--- src/rtl/status_led_pkg.sv ---
// Shared encodings for the status LED path: LED codes, arbiter states and the
// requester-activity helper used by both the arbiter and the blink FSM.
package status_led_pkg;

  localparam logic [1:0] LED_OFF   = 2'b00;
  localparam logic [1:0] LED_ON    = 2'b01;
  localparam logic [1:0] LED_BLINK = 2'b11;

  typedef enum logic [1:0] {
    S_IDLE  = 2'd0,
    S_GRANT = 2'd1,
    S_ALERT = 2'd2
  } arb_state_e;

  // Code 2'b10 is illegal and counts as "not requesting".
  function automatic logic is_active(input logic [1:0] mode);
    return (mode == LED_ON) || (mode == LED_BLINK);
  endfunction

endpackage

--- src/rtl/tick_prescaler.sv ---
// Free-running divider producing a one-cycle tick every TICK_DIV clocks.
// Only reset_n clears it; consumers never restart it.
module tick_prescaler #(
  parameter int unsigned TICK_DIV = 25_000_000
) (
  input  logic clock_25mhz,
  input  logic reset_n,
  output logic tick
);

  localparam int unsigned CNT_W = (TICK_DIV > 1) ? $clog2(TICK_DIV) : 1;
  localparam logic [CNT_W-1:0] CNT_LAST = CNT_W'(TICK_DIV - 1);

  logic [CNT_W-1:0] count_q;
  logic [CNT_W-1:0] count_d;

  always_comb begin
    count_d = (count_q == CNT_LAST) ? '0 : count_q + CNT_W'(1);
  end

  always_ff @(posedge clock_25mhz or negedge reset_n) begin
    if (!reset_n) begin
      count_q <= '0;
    end else begin
      count_q <= count_d;
    end
  end

  assign tick = (count_q == CNT_LAST);

endmodule

--- src/rtl/status_led_arbiter.sv ---
// Fixed-priority owner selection for the shared status LED, with a minimum
// hold time between owners and a one-shot solid-on alert override.
module status_led_arbiter
  import status_led_pkg::*;
#(
  parameter int unsigned NUM_REQ       = 4,
  parameter int unsigned TICK_DIV      = 25_000_000,
  parameter int unsigned HOLD_SECONDS  = 2,
  parameter int unsigned PULSE_SECONDS = 3,
  localparam int unsigned ID_W         = (NUM_REQ > 1) ? $clog2(NUM_REQ) : 1
) (
  input  logic                   clock_25mhz,
  input  logic                   reset_n,
  input  logic [2*NUM_REQ-1:0]   req_mode,
  input  logic                   alert_pulse,
  output logic [1:0]             led_status,
  output logic                   grant_valid,
  output logic [ID_W-1:0]        grant_id,
  output logic                   one_hz_tick
);

  localparam int unsigned HOLD_W  = (HOLD_SECONDS > 0) ? $clog2(HOLD_SECONDS + 1) : 1;
  localparam int unsigned PULSE_W = (PULSE_SECONDS > 0) ? $clog2(PULSE_SECONDS + 1) : 1;
  localparam logic [HOLD_W-1:0]  HOLD_MAX  = HOLD_W'(HOLD_SECONDS);
  localparam logic [PULSE_W-1:0] PULSE_MAX = PULSE_W'(PULSE_SECONDS);

  arb_state_e         state_q, state_d;
  logic [ID_W-1:0]    grant_q, grant_d;
  logic [HOLD_W-1:0]  hold_q, hold_d;
  logic [PULSE_W-1:0] pulse_q, pulse_d;
  logic [1:0]         led_q, led_d;
  logic               valid_q, valid_d;

  logic               tick;
  logic               win_found;
  logic [ID_W-1:0]    win_id;
  logic               owner_active;

  function automatic logic [1:0] mode_of(input logic [2*NUM_REQ-1:0] modes,
                                         input logic [ID_W-1:0]      id);
    logic [1:0] m;
    m = LED_OFF;
    for (int i = 0; i < NUM_REQ; i++) begin
      if (id == ID_W'(i)) m = modes[2*i +: 2];
    end
    return m;
  endfunction

  tick_prescaler #(
    .TICK_DIV (TICK_DIV)
  ) u_tick_prescaler (
    .clock_25mhz (clock_25mhz),
    .reset_n     (reset_n),
    .tick        (tick)
  );

  // Lowest active index wins.
  always_comb begin
    win_found = 1'b0;
    win_id    = '0;
    for (int i = 0; i < NUM_REQ; i++) begin
      if (!win_found && is_active(req_mode[2*i +: 2])) begin
        win_found = 1'b1;
        win_id    = ID_W'(i);
      end
    end
  end

  assign owner_active = is_active(mode_of(req_mode, grant_q));

  always_ff @(posedge clock_25mhz or negedge reset_n) begin
    if (!reset_n) begin
      state_q <= S_IDLE;
      grant_q <= '0;
      hold_q  <= '0;
      pulse_q <= '0;
      led_q   <= LED_OFF;
      valid_q <= 1'b0;
    end else begin
      state_q <= state_d;
      grant_q <= grant_d;
      hold_q  <= hold_d;
      pulse_q <= pulse_d;
      led_q   <= led_d;
      valid_q <= valid_d;
    end
  end

  always_comb begin
    state_d = state_q;
    grant_d = grant_q;
    hold_d  = hold_q;
    pulse_d = pulse_q;
    // Alert outranks ticks and ownership changes; a coincident tick is dropped.
    if (alert_pulse) begin
      state_d = S_ALERT;
      pulse_d = '0;
    end else begin
      unique case (state_q)
        S_IDLE: begin
          if (win_found) begin
            state_d = S_GRANT;
            grant_d = win_id;
            hold_d  = '0;
          end
        end
        S_GRANT: begin
          if (!owner_active || (hold_q == HOLD_MAX && win_id != grant_q)) begin
            if (win_found) begin
              grant_d = win_id;
              hold_d  = '0;
            end else begin
              state_d = S_IDLE;
            end
          end else if (tick && hold_q != HOLD_MAX) begin
            hold_d = hold_q + HOLD_W'(1);
          end
        end
        S_ALERT: begin
          if (pulse_q == PULSE_MAX) begin
            if (win_found) begin
              state_d = S_GRANT;
              grant_d = win_id;
              hold_d  = '0;
            end else begin
              state_d = S_IDLE;
            end
          end else if (tick) begin
            pulse_d = pulse_q + PULSE_W'(1);
          end
        end
        default: state_d = S_IDLE;
      endcase
    end
  end

  // Outputs are derived from the next state so they register on the same edge.
  always_comb begin
    led_d   = LED_OFF;
    valid_d = 1'b0;
    case (state_d)
      S_GRANT: begin
        led_d   = mode_of(req_mode, grant_d);
        valid_d = 1'b1;
      end
      S_ALERT: led_d = LED_ON;
      default: begin
        led_d   = LED_OFF;
        valid_d = 1'b0;
      end
    endcase
  end

  assign led_status  = led_q;
  assign grant_valid = valid_q;
  assign grant_id    = grant_q;
  assign one_hz_tick = tick;

endmodule

--- config.mk ---
export PLATFORM = sky130hd
export DESIGN_NAME = status_led_arbiter
export DESIGN_NICKNAME = d
export VERILOG_FILES = /design/src/rtl/status_led_pkg.sv /design/src/rtl/tick_prescaler.sv /design/src/rtl/status_led_arbiter.sv
export SDC_FILE = /design/constraint.sdc
export NUM_CORES = 1
export LEC_CHECK = 0
export ABC_CLOCK_PERIOD_IN_PS = 6100
export CAP_MARGIN = 20
export CORE_AREA = 5 5 85 87
export CTS_CLUSTER_DIAMETER = 60
export CTS_CLUSTER_SIZE = 28
export DETAILED_ROUTE_END_ITERATION = 16
export DIE_AREA = 0 0 90 92
export GPL_TIMING_DRIVEN = 0
export PLACE_DENSITY_LB_ADDON = 0.25
export RECOVER_POWER = 25
export SKIP_CTS_REPAIR_TIMING = 1
export SLEW_MARGIN = 20
export SYNTH_ARGS = -nofsm -noshare
export SYNTH_HDL_FRONTEND = slang
export SYNTH_SLANG_ARGS = --single-unit
--- constraint.sdc ---
create_clock -name clock_25mhz -period 6.1 [get_ports clock_25mhz]
set_input_delay 0.915 -clock clock_25mhz [delete_from_list [all_inputs] [get_ports clock_25mhz]]
set_output_delay 0.915 -clock clock_25mhz [all_outputs]
set_load 0.05 [all_outputs]
==> out/qor.csv <==
stage;metric;value;unit
logic_synthesis;Synth async-reset ratio;100;%
finish;final cell count without fillers;315;
logic_synthesis;Yosys warning count;0;
critical_path;reg2reg setup slack;3.68;ns
critical_path;critical path fanouts, max;10;
floorplanning;Rows;29;
finish;post-layout net count;253;
critical_path;reg-to-reg critical path endpoint;led_status[0];
cts;H-tree levels;2;
grt;total grt overflow;0;
floorplanning;DIE WIDTH;90;um
grt;largest net degree at the start of global routing;32;
grt;first-pass GRT wire length;7130;um
hold_path;Hold Crit Class;input pin to async pin;
run;Max-Cap Viols;1;
cts;Clock Sinks;36;
detailed_routing;final wirelength;4000;um
logic_synthesis;post-synthesis instance total;214;
logic_synthesis;number of synthesized flops with an enable pin;0;
cts;CTS Buf Count;5;
detailed_routing;Vias/cell;5.06;
logic_synthesis;Synth cell types;49;
detailed_routing;number of remaining DRC errors;0;
floorplanning;IO Pins;17;
timing;setup violators final;0;
logic_synthesis;Syn Area/Cell;9.52;um2
power_and_ir_drop;Power Dens Cells;200;nW/um2
power_and_ir_drop;Worst VDD drop;0.0000984;V
detailed_routing;Wirelength per Cell;12.7;um
placement;post-placement cell count;307;
logic_synthesis;Netlist Area Pre-Place;2040;um2
finish;ANT cells;0;
logic_synthesis;complex-gate fraction of the synthesized area;10.3;%
timing;RSZ-0062 raised after global routing;no;
logic_synthesis;largest family of logic cells by synthesized area;simple AND/OR/NAND/NOR gates;
critical_path;CP Data Arrival Time;3.12;ns
logic_synthesis;Synth Net Count;230;
detailed_routing;1st-iter DRT viols;61;
timing;worst-margin pin slew;1.64;ns
logic_synthesis;synthesized flop and latch total;36;
timing;Final Max Slew Viols;32;
critical_path;critical path endpoint category;output port;
outcome;outcome;finished with violations;
logic_synthesis;Post-Synth Adder-Cell Area;3.07;%
timing;final hold vios;0;
placement;gp weighted congestion;0.783;
outcome;failing checks;capacitance limit, slew limit;
floorplanning;Die Height;92;um
cts;Clock Latency Late Sink;0.29;ns
finish;Synth-to-Final Area Change;16.3;%
timing;fin crit share;66.2;%
timing;Fmax;248;MHz
critical_path;kind of critical path;register to output port;
logic_synthesis;Synth top area share;44.2;%
detailed_routing;First-pass DRT Iterations;4;
cts;CTS tree;built;
critical_path;reg2reg path depth;7;
floorplanning;die area;8280;um2
finish;layout cell share with drive strength beyond 1;8.82;%
critical_path;Data required, critical path;5.18;ns
logic_synthesis;largest area contributor in the netlist;dfrtp_1;
logic_synthesis;synthesized-area fraction occupied by and/or/nand/nor cells;26.5;%
timing;setup tns final;0;ns
logic_synthesis;Primary FF master, synth;dfrtp_1;
logic_synthesis;post-synthesis xor/xnor area fraction;9.46;%
floorplanning;starting density of the core;32.4;%
cts;clk slew on worst S/H paths;0.08;ns
logic_synthesis;post-synthesis sequential area ratio;44.2;%
floorplanning;core area;6280;um2
grt;antenna violations before repair;0;
logic_synthesis;mux contribution to synthesized area;3.19;%
power_and_ir_drop;P_leak;0.946;nW
timing;fin crit period;4.04;ns
critical_path;Worst Setup Start Kind;register;
detailed_routing;Routed Antenna Nets;0;
placement;Port Buf Inserts;15;
detailed_routing;via count;1593;
grt;total track usage;10.4;%
timing;Max Clock Skew;0.0122;ns
placement;Final HPWL DP;2930;um
critical_path;R2R Path Start;grant_id[0];
timing;Slew headroom;-9.23;%
logic_synthesis;top cells by area, synth;dfrtp_1 44%, xnor2_1 5.6%, nor2_1 5.3%;
cts;Root Driver;clkbuf_8;
grt;vias in the first global route;1533;
cts;CTS Buffer Depth;2;
## sequential cells by signal, summed over array words and instances (netlist names)
signal                    count
hold_q                        2
grant_id                      2
pulse_q                       2
led_status                    2
state_q                       2
grant_valid                   1
u_tick_prescaler.count_q     25
## routing by layer
metal / vias up / GRT usage, % / part of all wire, %
met5: - / 0 / 0
met4: 0 / 2.98 / 1.4
met3: 7 / 3.85 / 4.9
met2: 31 / 15.0 / 43
met1: 754 / 14.6 / 50
li1: 801 / - / -
## cell usage after synthesis, types with 2 or more instances
| cell type | count |
|---|---|
| a2111oi_0 | 2 |
| clkbuf_1 | 3 |
| o21bai_1 | 2 |
| nor2b_1 | 4 |
| nor4_1 | 3 |
| o21ai_0 | 5 |
| xor2_1 | 9 |
| nor3_1 | 6 |
| ha_1 | 5 |
| a21oi_1 | 6 |
| mux2i_1 | 2 |
| or4_1 | 2 |
| mux2_2 | 2 |
| dfrtp_1 | 36 |
| nand4_1 | 5 |
| or3_1 | 4 |
| inv_1 | 9 |
| nand3b_1 | 2 |
| a21o_1 | 3 |
| or2_2 | 2 |
| nor2_1 | 29 |
| nand2_1 | 11 |
| nand3_1 | 17 |
| xnor2_1 | 13 |
| nand2b_1 | 8 |
## worst max path at each step
stage                                 start          end  slack (ns)  depth (start not counted)
6_report       u_tick_prescaler.count_q[19]  one_hz_tick        2.06                          6
2_1_floorplan  u_tick_prescaler.count_q[19]  one_hz_tick        3.24                          5
5_1_grt        u_tick_prescaler.count_q[19]  one_hz_tick        1.71                          6
3_5_place_dp   u_tick_prescaler.count_q[20]  one_hz_tick        2.30                          6
3_3_place_gp   u_tick_prescaler.count_q[19]  one_hz_tick        2.27                          6
4_1_cts        u_tick_prescaler.count_q[19]  one_hz_tick        1.96                          6
## cells in the final DEF, fill, tap and decap left out, types with 2 or more instances in the layout
cell,count
or3_1,4
o21bai_1,2
nand2b_1,8
nor3_1,6
nor2_1,29
mux2i_1,2
mux2_2,2
clkbuf_8,5
inv_1,9
xnor2_1,13
ha_1,5
nor2b_1,4
clkbuf_1,5
clkdlybuf4s50_1,14
or2_2,2
nand3b_1,2
clkinv_2,2
xor2_1,9
or4_1,2
nand2_1,11
o21ai_0,5
a2111oi_0,2
nor4_1,3
a21o_1,3
nand4_1,5
nand3_1,17
a21oi_1,6
dfrtp_1,36
## logic make-up (layout without fill, tap and decap cells)
| family | after synthesis | in the layout |
|---|---|---|
| flops | 36 | 36 |
| fa+ha+maj | 5 | 5 |
| compound gates | 29 | 29 |
| xor+xnor | 22 | 22 |
| mux | 5 | 5 |
| simple gates | 102 | 102 |
| buf+inv | 15 | 39 |
## stage by stage
stage / cell area, um2 / power [W] / worst slack [ns] / hold WS [ns] / util [%]
2_1_floorplan: 2040 / 0.000285 / 3.24 / 0.446 / -
3_3_place_gp: 2280 / 0.000309 / 2.27 / 0.464 / 36.4
3_5_place_dp: 2300 / 0.000310 / 2.30 / 0.476 / 36.6
4_1_cts: 2390 / 0.000485 / 1.96 / 0.438 / 38.0
5_1_grt: 2370 / 0.000504 / 1.71 / 0.504 / 37.7
6_report: 2370 / 0.000473 / 2.06 / 0.480 / 37.7
## where the power goes
part           switching [W]  total (W)  internal, W
logic              0.0000355  0.0000610    0.0000255
clock network      0.0000902   0.000170    0.0000796
registers         0.00000148   0.000242     0.000240
## worst max-delay path: stages (launching register included)
cell and delay [ns]:
dfrtp_1 0.41, nand4_1 0.16, nor4_1 0.38, and4_1 0.23, clkbuf_1 0.38, clkbuf_1 0.38
clkdlybuf4s50_1 0.88
## cell type report
type / instances / area, um2
Buffer: 5 / 27.5
Clock buffer: 5 / 68.8
Clock inverter: 3 / 18.8
Fill cell: 638 / 3910
Inverter: 10 / 37.5
Multi-Input combinational cell: 163 / 1070
Sequential cell: 36 / 901
Tap cell: 77 / 96.3
Timing Repair Buffer: 16 / 148
No activity file was read; power rests on OpenSTA's default activity.
